$ cat config.mk
export PLATFORM = sky130hd
export DESIGN_NAME = lcd_hd44780_ctrl
export DESIGN_NICKNAME = d
export VERILOG_FILES = /design/src/rtl/lcd_hd44780_ctrl.sv
export SDC_FILE = /design/constraint.sdc
export NUM_CORES = 1
export LEC_CHECK = 0
export CAP_MARGIN = 10
export CORE_ASPECT_RATIO = 0.8
export CORE_MARGIN = 2
export CORE_UTILIZATION = 35
export DETAILED_ROUTE_END_ITERATION = 10
export PLACE_DENSITY = 0.56
export REMOVE_ABC_BUFFERS = 1
export SYNTH_ARGS = -nofsm -noshare
export SYNTH_HDL_FRONTEND = slang
export SYNTH_SLANG_ARGS = --single-unit
$ cat constraint.sdc
create_clock -name clk_i -period 2.7 [get_ports clk_i]
set_input_delay 0.54 -clock clk_i [delete_from_list [all_inputs] [get_ports clk_i]]
set_output_delay 0.54 -clock clk_i [all_outputs]
set_load 0.02 [all_outputs]
$ cat src/rtl/lcd_hd44780_ctrl.sv
// HD44780 4-bit write-only controller: power-up wait, init sequence, then byte writes.
// Define LCD_AUTO_WRAP_EN to add cursor tracking with automatic line-wrap commands.
module lcd_hd44780_ctrl #(
  parameter int unsigned T_PWRUP = 750000,
  parameter int unsigned T_EN    = 25,
  parameter int unsigned T_NIB   = 50,
  parameter int unsigned T_CMD   = 2500,
  parameter int unsigned T_CLR   = 100000,
  parameter int unsigned COLS    = 16
) (
  input  logic       clk_i,
  input  logic       rst_i,
  input  logic       in_valid_i,
  output logic       in_ready_o,
  input  logic       in_rs_i,
  input  logic [7:0] in_data_i,
  output logic       init_done_o,
  output logic       lcd_rs_o,
  output logic       lcd_rw_o,
  output logic       lcd_e_o,
  output logic [3:0] lcd_d_o
);

  localparam int unsigned Max1   = (T_PWRUP > T_CLR) ? T_PWRUP : T_CLR;
  localparam int unsigned Max2   = (T_CMD > T_EN) ? T_CMD : T_EN;
  localparam int unsigned Max3   = (Max2 > T_NIB) ? Max2 : T_NIB;
  localparam int unsigned CntMax = (Max1 > Max3) ? Max1 : Max3;
  localparam int unsigned CntW   = $clog2(CntMax + 1);

  typedef enum logic [2:0] {StPwrup, StIdle, StSetup, StEHi, StHold, StWait} state_e;

  state_e          state_q, state_d;
  logic [CntW-1:0] cnt_q, cnt_d;
  logic [7:0]      byte_q, byte_d;
  logic            rs_q, rs_d, low_q, low_d, single_q, single_d;
  logic            init_q, init_d, done_q, done_d;
  logic [2:0]      step_q, step_d;

  logic            load, load_rs, load_single, load_wrap, wrap_pend, wrap_line;
  logic [7:0]      load_byte;
  logic [CntW-1:0] wait_last;

  // Init sequence: steps 0..3 are single nibbles (high half of the byte), 4..7 full bytes.
  function automatic logic [7:0] init_cmd(input logic [2:0] step);
    case (step)
      3'd0, 3'd1, 3'd2: init_cmd = 8'h30;
      3'd3:             init_cmd = 8'h20;
      3'd4:             init_cmd = 8'h28;
      3'd5:             init_cmd = 8'h0C;
      3'd6:             init_cmd = 8'h01;
      default:          init_cmd = 8'h06;
    endcase
  endfunction

  assign wait_last = (single_q || (!rs_q && byte_q[7:1] == 7'd0)) ? CntW'(T_CLR - 1)
                                                                  : CntW'(T_CMD - 1);

  always_comb begin
    state_d     = state_q;
    cnt_d       = cnt_q + 1'b1;
    byte_d      = byte_q;
    rs_d        = rs_q;
    low_d       = low_q;
    single_d    = single_q;
    init_d      = init_q;
    done_d      = done_q;
    step_d      = step_q;
    load        = 1'b0;
    load_byte   = byte_q;
    load_rs     = rs_q;
    load_single = 1'b0;
    load_wrap   = 1'b0;
    unique case (state_q)
      StPwrup: if (cnt_q == CntW'(T_PWRUP - 1)) begin
        load        = 1'b1;
        load_byte   = init_cmd(3'd0);
        load_rs     = 1'b0;
        load_single = 1'b1;
        step_d      = 3'd0;
        init_d      = 1'b1;
        state_d     = StSetup;
      end
      StIdle: begin
        cnt_d = '0;
        if (in_valid_i && done_q) begin
          load      = 1'b1;
          load_byte = in_data_i;
          load_rs   = in_rs_i;
          state_d   = StSetup;
        end
      end
      StSetup: begin
        cnt_d   = '0;
        state_d = StEHi;
      end
      StEHi: if (cnt_q == CntW'(T_EN - 1)) begin
        cnt_d   = '0;
        state_d = StHold;
      end
      StHold: if (cnt_q == CntW'(T_NIB - 1)) begin
        cnt_d = '0;
        if (!low_q && !single_q) begin
          low_d   = 1'b1;
          state_d = StSetup;
        end else begin
          state_d = StWait;
        end
      end
      StWait: if (cnt_q == wait_last) begin
        cnt_d = '0;
        if (init_q && step_q != 3'd7) begin
          load        = 1'b1;
          load_byte   = init_cmd(3'(step_q + 3'd1));
          load_rs     = 1'b0;
          load_single = (step_q < 3'd3);
          step_d      = 3'(step_q + 3'd1);
          state_d     = StSetup;
        end else if (init_q) begin
          init_d  = 1'b0;
          done_d  = 1'b1;
          state_d = StIdle;
        end else if (wrap_pend) begin
          load      = 1'b1;
          load_byte = wrap_line ? 8'h80 : 8'hC0;
          load_rs   = 1'b0;
          load_wrap = 1'b1;
          state_d   = StSetup;
        end else begin
          state_d = StIdle;
        end
      end
      default: state_d = StPwrup;
    endcase
    if (load) begin
      byte_d   = load_byte;
      rs_d     = load_rs;
      low_d    = 1'b0;
      single_d = load_single;
    end
  end

  always_ff @(posedge clk_i or posedge rst_i) begin
    if (rst_i) begin
      state_q  <= StPwrup;
      cnt_q    <= '0;
      byte_q   <= '0;
      rs_q     <= 1'b0;
      low_q    <= 1'b0;
      single_q <= 1'b0;
      init_q   <= 1'b0;
      done_q   <= 1'b0;
      step_q   <= '0;
    end else begin
      state_q  <= state_d;
      cnt_q    <= cnt_d;
      byte_q   <= byte_d;
      rs_q     <= rs_d;
      low_q    <= low_d;
      single_q <= single_d;
      init_q   <= init_d;
      done_q   <= done_d;
      step_q   <= step_d;
    end
  end

`ifdef LCD_AUTO_WRAP_EN
  logic       line_q, line_d, pend_q, pend_d;
  logic [5:0] col_q, col_d;

  // Cursor moves are decoded from whatever byte gets loaded, including the wrap command itself.
  always_comb begin
    line_d = line_q;
    col_d  = col_q;
    pend_d = pend_q;
    if (load && load_rs) begin
      if (col_q == 6'(COLS - 1)) pend_d = 1'b1;
      col_d = col_q + 6'd1;
    end else if (load && !load_single) begin
      if (load_byte[7:1] == 7'd0) begin
        line_d = 1'b0;
        col_d  = '0;
      end else if (load_byte[7]) begin
        line_d = load_byte[6];
        col_d  = load_byte[5:0];
      end
    end
    if (load_wrap) pend_d = 1'b0;
  end

  always_ff @(posedge clk_i or posedge rst_i) begin
    if (rst_i) begin
      line_q <= 1'b0;
      col_q  <= '0;
      pend_q <= 1'b0;
    end else begin
      line_q <= line_d;
      col_q  <= col_d;
      pend_q <= pend_d;
    end
  end

  assign wrap_pend = pend_q;
  assign wrap_line = line_q;
`else
  assign wrap_pend = 1'b0;
  assign wrap_line = 1'b0;
`endif

  assign in_ready_o  = (state_q == StIdle) && done_q;
  assign init_done_o = done_q;
  assign lcd_rs_o    = rs_q;
  assign lcd_rw_o    = 1'b0;
  assign lcd_e_o     = (state_q == StEHi);
  assign lcd_d_o     = low_q ? byte_q[3:0] : byte_q[7:4];

endmodule

# After elaboration in Yosys (flattened, before gate mapping)
# Index checks and enable logic that the tools add are counted.
# word_totals
ramBits	0
rom_bits	0
output_inout_bits	9
wordCells	106
latchBits	0
regBits	39
mem_count	0
# classes
shifts	0
addsub	2
div	0
eq_ne	23
order_cmp	1
n_mux	45
mul	0
n_bitwise	1
n_reduce_logical	25
# ops
op	count
case mux 20 bit (4 select lines)	1
two-way mux 20 bit	3
two-way mux 8 bit	4
case mux 6 bit (5 select lines)	1
two-way mux 3 bit	9
case mux 8 bit (3 select lines)	1
adder 20 x 1 -> 20 bit (second input constant)	1
== test 20 x 17 -> 1 bit	1
== test 20 bit (second input constant)	1
== test 20 x 5 -> 1 bit (second input constant)	1
== test 20 x 6 -> 1 bit (second input constant)	1
case mux 3 bit (6 select lines)	1
two-way mux 1 bit	17
two-way mux 17 bit	1
== test 3 bit (second input constant)	5
== test 3 x 2 -> 1 bit (second input constant)	4
!= test 2 bit (second input constant)	6
AND reduction 4 bit	3
nonzero test 2 bit	4
logical NOT 7 bit	1
== test 3 x 1 -> 1 bit (second input constant)	2
logical NOT 3 bit	2
case mux 1 bit (3 select lines)	2
case mux 3 bit (2 select lines)	1
other kinds (17)	24

# Logic depth before layout (Yosys ltp)
# Gate-level depths: netlist of the first run.
# logic_depth
ltp_word	9
mapped_depth	9
mapped_depth_nobuf	8

# Least setup slack after synthesis of the first run
# No wires, ideal clock.
# synth_timing
kind	register to register
from	reg cnt_q[13]
to	reg byte_q[1]
period_less_slack_ns	2.783
path_buffers	1
stages_incl_launch_ff	8
required_ns	2.575
setup_slack_ns	-0.083
t_arrival_ns	2.658
cell_sequence	dfrtp_1 or4_1 or3_1 or4_4 nor4b_4 nor2b_2 buf_6 mux2_4
# synth_via
elab_chain_cells	4
# synth_rtl
element	line	source
from (decl)	33	logic [CntW-1:0] cnt_q, cnt_d;
from (signal assigned)	155	cnt_q <= cnt_d;
== test 20 x 17 -> 1 bit / == test 20 bit (equally long branches)	109, 74	
two-way mux 1 bit, on equally long branches	109, 74	
case mux 1 bit (3 select lines)	73	unique case (state_q)
AND reduction 6 bit (no source line) (*)	--	
to (signal assigned)	156	byte_q <= byte_d;
to (decl)	34	logic [7:0] byte_q, byte_d;
# Mark *: on every way between the ends. The rest lies on a longest branch, timed or not.
# A chain may end at the register's enable or synchronous reset.

# Worst setup path after layout of the first run
# layout_timing
from	reg cnt_q[19]
to	reg single_q
# layout_via
elab_chain_cells	3
# layout_rtl
element	line	source
== test 20 x 17 -> 1 bit / == test 20 bit (equally long branches)	109, 74	
two-way mux 1 bit, on equally long branches	109, 74	
case mux 1 bit (3 select lines) / case mux 1 bit (2 select lines) (equally long branches)	73	
to (signal assigned)	159	single_q <= single_d;
to (decl)	35	logic rs_q, rs_d, low_q, low_d, single_q, single_d;
# Parallel ways exist; a longest one is shown, timed or not.

==> results of run 1 <==
-- timing repair --
item,CTS,global route
setup endpoints to repair,6,33
resized for setup,3,3
hold endpoints to repair,0,0
buffers inserted,4,3
pin swaps,5,1
-- per-stage QoR --
stage          area, sq um  power, uW
2_1_floorplan         2346      605.1
3_3_place_gp          2795      626.2
3_5_place_dp          2795      625.7
4_1_cts               2924       1011
5_1_grt               2950       1041
6_report              2950      995.8
-- cells in the final DEF, fill, tap and decap left out, types with 7 or more instances in the layout --
master / netlist / routed
o21ai_0: 8 / 8
nand2_1: 23 / 23
clkdlybuf4s50_1: 0 / 19
mux2_2: 7 / 7
buf_4: 1 / 25
nand3_1: 7 / 7
inv_1: 9 / 9
nor3_1: 7 / 7
a21oi_1: 10 / 10
nor2_1: 37 / 36
xnor2_1: 9 / 9
ha_1: 11 / 11
dfrtp_1: 39 / 39
xor2_1: 9 / 9
-- worst max-delay path: cells and delay by family, from the launching register on --
| kind | cells | cell delay [ns] |
|---|---|---|
| and+or+nand+nor | 5 | 1.97 |
| DFF | 1 | 0.39 |
| AOI/OAI and AO/OA | 1 | 0.23 |
-- sequential cells by signal (all words and copies together) (netlist names) --
| register | cells |
|---|---|
| state_q | 3 |
| low_q | 1 |
| lcd_rs_o | 1 |
| single_q | 1 |
| init_q | 1 |
| byte_q | 8 |
| cnt_q | 20 |
| init_done_o | 1 |
| step_q | 3 |
-- worst max-delay path by stage --
stage,startpoint,to,slack (ns),cells past startpoint
after floorplan,cnt_q[13]$_DFF_PP0_,byte_q[1]$_DFFE_PP0P_,-0.06,6
after global placement,cnt_q[13]$_DFF_PP0_,byte_q[2]$_DFFE_PP0P_,-0.005,6
after detailed placement,cnt_q[13]$_DFF_PP0_,byte_q[2]$_DFFE_PP0P_,-0.07,6
after CTS,cnt_q[19]$_DFF_PP0_,single_q$_DFFE_PP0P_,-0.02,6
after global routing,cnt_q[19]$_DFF_PP0_,single_q$_DFFE_PP0P_,-0.06,6
final,cnt_q[19]$_DFF_PP0_,single_q$_DFFE_PP0P_,-0.003,6
-- logic make-up after synthesis --
group,after synthesis,synth area share
buf+inv,22,0.03900
simple gates,118,0.2579
other cells,1,0.001559
mux,15,0.07644
flops,39,0.4056
xor+xnor,18,0.06553
fa+ha+maj,11,0.05720
compound gates,37,0.09673
-- routing by layer --
layer / routed length (microns) / global-route usage
met5: 0 / 0
met4: 54 / 0.04225
met1: 3061 / 0.2462
met3: 287 / 0.03829
met2: 2194 / 0.2069
-- layout make-up --
type,instances,share of cell area
clock buffer,6,0.02460
tap,87,0.03690
multi-input combinational,200,0.4601
sequential,39,0.3308
timing repair buffer,45,0.1319
inverter,9,0.01145
clock inverter,2,0.004241
-- report_power, final --
group,switching [uW],leakage (uW),internal (uW)
Combinational,14.8,0.000877,14.9
Sequential,0,0.000511,584
Clock,202,0.0000412,180
==> impl_results.md, run 1 <==
* Worst hold path endpoint: init_done_o$_DFFE_PP0P_
* Critical path arrival at 2.88 ns
* Peak Freq at 0.3699 GHz
* Synthesized area at 2406 sq um
* CTS root buf: clkbuf_8
* Core area at 6756 sq um
* Synth cell types at 46
* Die width at 96.70 microns
* Num ports at 21
* Fraction of layout cells with a size suffix above 1 at 0.1761
* Sequential area share after synthesis at 0.4056
* R2r endpoint: single_q$_DFFE_PP0P_
* CTS tree: done
* Vias at 1,966
* HP Start: init_q$_DFFE_PP0P_
* Worst Hold Depth at 1
* Clock latency on the worst-skew pair at 0.29 ns
* Reg2reg setup slack at -0.003 ns
* Slew @ Worst Pin at 0.7185 ns
* Tmin final at 2.703 ns
* Sink Count at 39
* Rel. slew slack at 0.5188
* Rows at 27
* Area delta synth->final at 22.62%
* DP Wirelength at 4.182 mm
* Final Max Slew Viols at 0
* Initial antenna violation count at 0
* Routed vias/inst at 5.067
* Pre-CTS worst setup slack at -0.06676 ns
* Slowest library cell on the worst path: or4_4
* ANT cells at 0
* Vias in the first global route at 1,900
* Failing checks: negative setup slack
* Worst hold-check path type: register to register
* Most common cell on crit path: or4_4
* Post-route ant nets at 0
* Largest net degree at the start of global routing at 40
* Flop and latch count out of synthesis at 39
* YS warnings at 0
* Setup CP Type: register to register
* DIE AREA at 7558 sq um
* Fin crit share at 1.001
* Post-synth ARST share at 1.000
* Leading area contributor after synthesis: dfrtp_1
* Initial DRC count at 168
* Nets at 323
* PD cells at 337.5 nW/um^2
* # DRC at 0
* Final Core Density at 0.4367
* Status: finished with violations
* Cell Count, Final, Fillers Out at 388
* Multi-input gate area at 1358 sq um
* Hold buffers post-CTS at 0
* Fillcell total at 675
* H-tree depth at 2
* Commonest cells post-synth: 39 x dfrtp_1, 37 x nor2_1, 23 x nand2_1
* Num CTS Buffers at 5
* Count of final setup violators at 1
* Yosys top cell area share at 0.4056
* Number of flops mapped to enable cells by yosys at 0
* Post-Syn Instances at 261
* Max-cap viol count at 0
* Maximum vdd drop at 0.0001707 V
* Most common cell in the netlist: dfrtp_1
* RSZ-0062 raised after global routing: yes
* Critical-path cell list: or4_4 -> or3_4 -> or4_4 -> nor4b_4 -> and3b_1 -> a211o_1
* Gpl congestion at 0.8663
* Top post-synthesis cells by area: dfrtp_1 41%, nor2_1 5.8%, ha_1 5.7%
* Worst-path fanout max at 4
* Detailed Route WL at 5.597 mm
* Crit end category: register
* Clock buffer depth at 2
* Port Buffers at 19
* Data required, critical path at 2.88 ns
* Final setup margin at -0.003448 ns
* Gr ovfl total at 0
* Avg Cell Area, Syn at 9.219 sq um
* Crit path largest cell delay at 0.54 ns
* Main synth FF type: dfrtp_1
* Placed insts at 374
* FF-to-FF Start: cnt_q[19]$_DFF_PP0_
* Clk_skew at 0.009787 ns
* Drt wl/cell at 14.43 microns
* Initial Util at 0.3561
* Final hold violations at 0
* Wire length of the first global-routing pass at 9.466 mm
* P_leak at 0.001429 uW
* R2R depth at 6
* Reg area at 975.9 sq um
* GRT Util Overall at 0.1558
* Clock transition at path regs at 0.08 ns
* Die Y at 78.16 microns
* Hold WS at 0.5439 ns
* CP startpoint kind: register
* Setup TNS at -0.003448 ns
* DRT Pass-1 Iters at 4
No activity file was read; power rests on OpenSTA's default activity.
==> run 2: changes to the inputs <==
Settings changed: CORE_MARGIN 2 to 8, DONT_BUFFER_PORTS set to 1, PLACE_DENSITY 0.56 to 0.52.
==> run 2 against run 1 <==
Fmax rose by 4.3%. Setup slack better by 0.11 ns. Sequential power hardly changed. Clock skew grew 0.0013 ns. Combinational power down 53%. The run now ends clean. Design area shrank 7.7%. Largest power group unchanged. First-iteration DRC count down 57%. Clock power rose by 15%. Critical endpoint unchanged.
==> impl_results.md, run 2 (synthesized netlist as in run 1, its figures left out) <==
* Status: finished, final reports clean
* Clock latency on the worst-skew pair at 0.29 ns
* Largest net degree at the start of global routing at 40
* Gpl congestion at 0.7832
* Rel. slew slack at 0.6639
* Area delta synth->final at 13.21%
* Critical-path cell list: or4_1 -> or3_1 -> or4_4 -> nor4b_4 -> and3b_1 -> a211o_1
* Final Max Slew Viols at 0
* Final instance area at 2724 sq um
* Cell Count, Final, Fillers Out at 363
* Wire length of the first global-routing pass at 9.356 mm
* Commonest non-fill, non-tap cell in the layout: dfrtp_1
* Count of final setup violators at 0
* Critical path arrival at 2.78 ns
* GRT Util Overall at 0.1201
* Pint at 818.2 uW
* Maximum vdd drop at 0.0001675 V
* DRT Pass-1 Iters at 4
* Fraction of layout cells with a size suffix above 1 at 0.1630
* Core area at 6756 sq um
* Vias at 1,841
* Power share of the combinational group at 0.013
* RSZ-0062 raised after global routing: no
* Sink Count at 39
* Initial antenna violation count at 0
* Total design power at 1038 uW
* Largest registers: cnt_q x20, byte_q x8
* Multi-input gate area at 1343 sq um
* Max-cap viol count at 0
* Most frequent cells in the layout: 39 x dfrtp_1, 37 x nor2_1, 23 x nand2_1
* Slowest library cell on the worst path: or4_1
* Worst hold-check path type: primary input to async pin
* Clk_skew at 0.01111 ns
* Hold buffers post-CTS at 0
* Num CTS Buffers at 5
* Tmin final at 2.593 ns
* Placed insts at 354
* R2r endpoint: single_q$_DFFE_PP0P_
* Top reg by flops: cnt_q
* ANT cells at 0
* Final hold violations at 0
* Net Sw Frac at 0.2117
* Crit end category: register
* CTS tree: done
* CP startpoint kind: register
* Max reg flops at 20
* Port Buffers at 0
* Crit path largest cell delay at 0.53 ns
* CTS root buf: clkbuf_8
* # DRC at 0
* DIE AREA at 9800 sq um
* PD cells at 381.0 nW/um^2
* Slew @ Worst Pin at 0.5042 ns
* Fin crit share at 0.9603
* Gr ovfl total at 0
* Num ports at 21
* Clock buffer depth at 2
* Post-route ant nets at 0
* Detailed Route WL at 5.551 mm
* Clock transition at path regs at 0.08 ns
* Data required, critical path at 2.88 ns
* Reg area at 975.9 sq um
* Final setup margin at 0.1073 ns
* Routed vias/inst at 5.072
* P_sw at 219.7 uW
* Die width at 108.7 microns
* Die Y at 90.16 microns
* H-tree depth at 2
* Placed cell area at 2610 sq um
* Setup TNS at 0 ns
* Vias in the first global route at 1,827
* Initial DRC count at 72
* Rows at 27
* R2R depth at 6
* Pre-CTS worst setup slack at -0.05745 ns
* Nets at 298
* P_leak at 0.001333 uW
* Fillcell total at 693
* Drt wl/cell at 15.29 microns
* DP Wirelength at 4.155 mm
* Reg2reg setup slack at 0.11 ns
* Initial Util at 0.3561
* Setup CP Type: register to register
* Peak Freq at 0.3857 GHz
* Power share of the sequential group at 0.562
* Worst-path fanout max at 3
* FF-to-FF Start: cnt_q[13]$_DFF_PP0_
* Worst Setup SP: cnt_q[13]$_DFF_PP0_
* Clock share of power at 0.424
==> run 2: final cells by class <==
class	instances	share of cell area
tap	87	0.03996
clock buffer	8	0.03675
inverter	9	0.01240
multi-input combinational	200	0.4929
sequential	39	0.3583
timing repair buffer	20	0.05972
==> run 2: routing by layer <==
metal  part of all wire  GRT usage  vias up
li1                   -          -      941
met1               0.54     0.1837      871
met2               0.41     0.1563       24
met3              0.038    0.02425        5
met4              0.013    0.04778        0
met5                  0          0        -
==> run 2: metrics by stage <==
stage	util	hold slack (ns)
finish	0.4031	0.2556
global route	0.4031	0.3043
detailed placement	0.3863	0.5137
global placement	0.3863	0.5102
floorplan	-	0.4933
CTS	0.4022	0.2677
==> run 2: worst max path at each step <==
stage,to,slack [ns],depth (start not counted)
2_1_floorplan,byte_q[1]$_DFFE_PP0P_,-0.06,6
3_3_place_gp,byte_q[1]$_DFFE_PP0P_,-0.003,6
3_5_place_dp,byte_q[2]$_DFFE_PP0P_,-0.06,6
4_1_cts,single_q$_DFFE_PP0P_,0.03,6
5_1_grt,byte_q[1]$_DFFE_PP0P_,0.01,6
6_report,single_q$_DFFE_PP0P_,0.11,6
==> run 2: critical path: cells and delay by family (launching register included) <==
kind | cells | cell delay, ns
flip-flops | 1 | 0.38
AND/OR/NAND/NOR | 5 | 1.84
AO/OA/AOI/OAI | 1 | 0.27
==> run 2: power groups by stage <==
stage	Combinational [uW]	Clock, uW	Sequential (uW)
global placement	14.9	0	595
detailed placement	15.0	0	595
CTS	15.0	461	583
finish	13.9	440	584
global route	17.2	484	584
floorplan	9.93	0	595
==> run 2: timing repair <==
item,in CTS,in global routing
setup buffers,1,0
pin swaps,2,1
hold endpoints to repair,0,0
endpoints found under the setup margin,7,7
resized for setup,0,1
gates cloned,0,0
==> run 3: changes to the inputs <==
Settings changed: ABC_AREA set to 0.
==> results of run 3 <==
No change in the layout: final DEF, timing and power equal those of run 2.
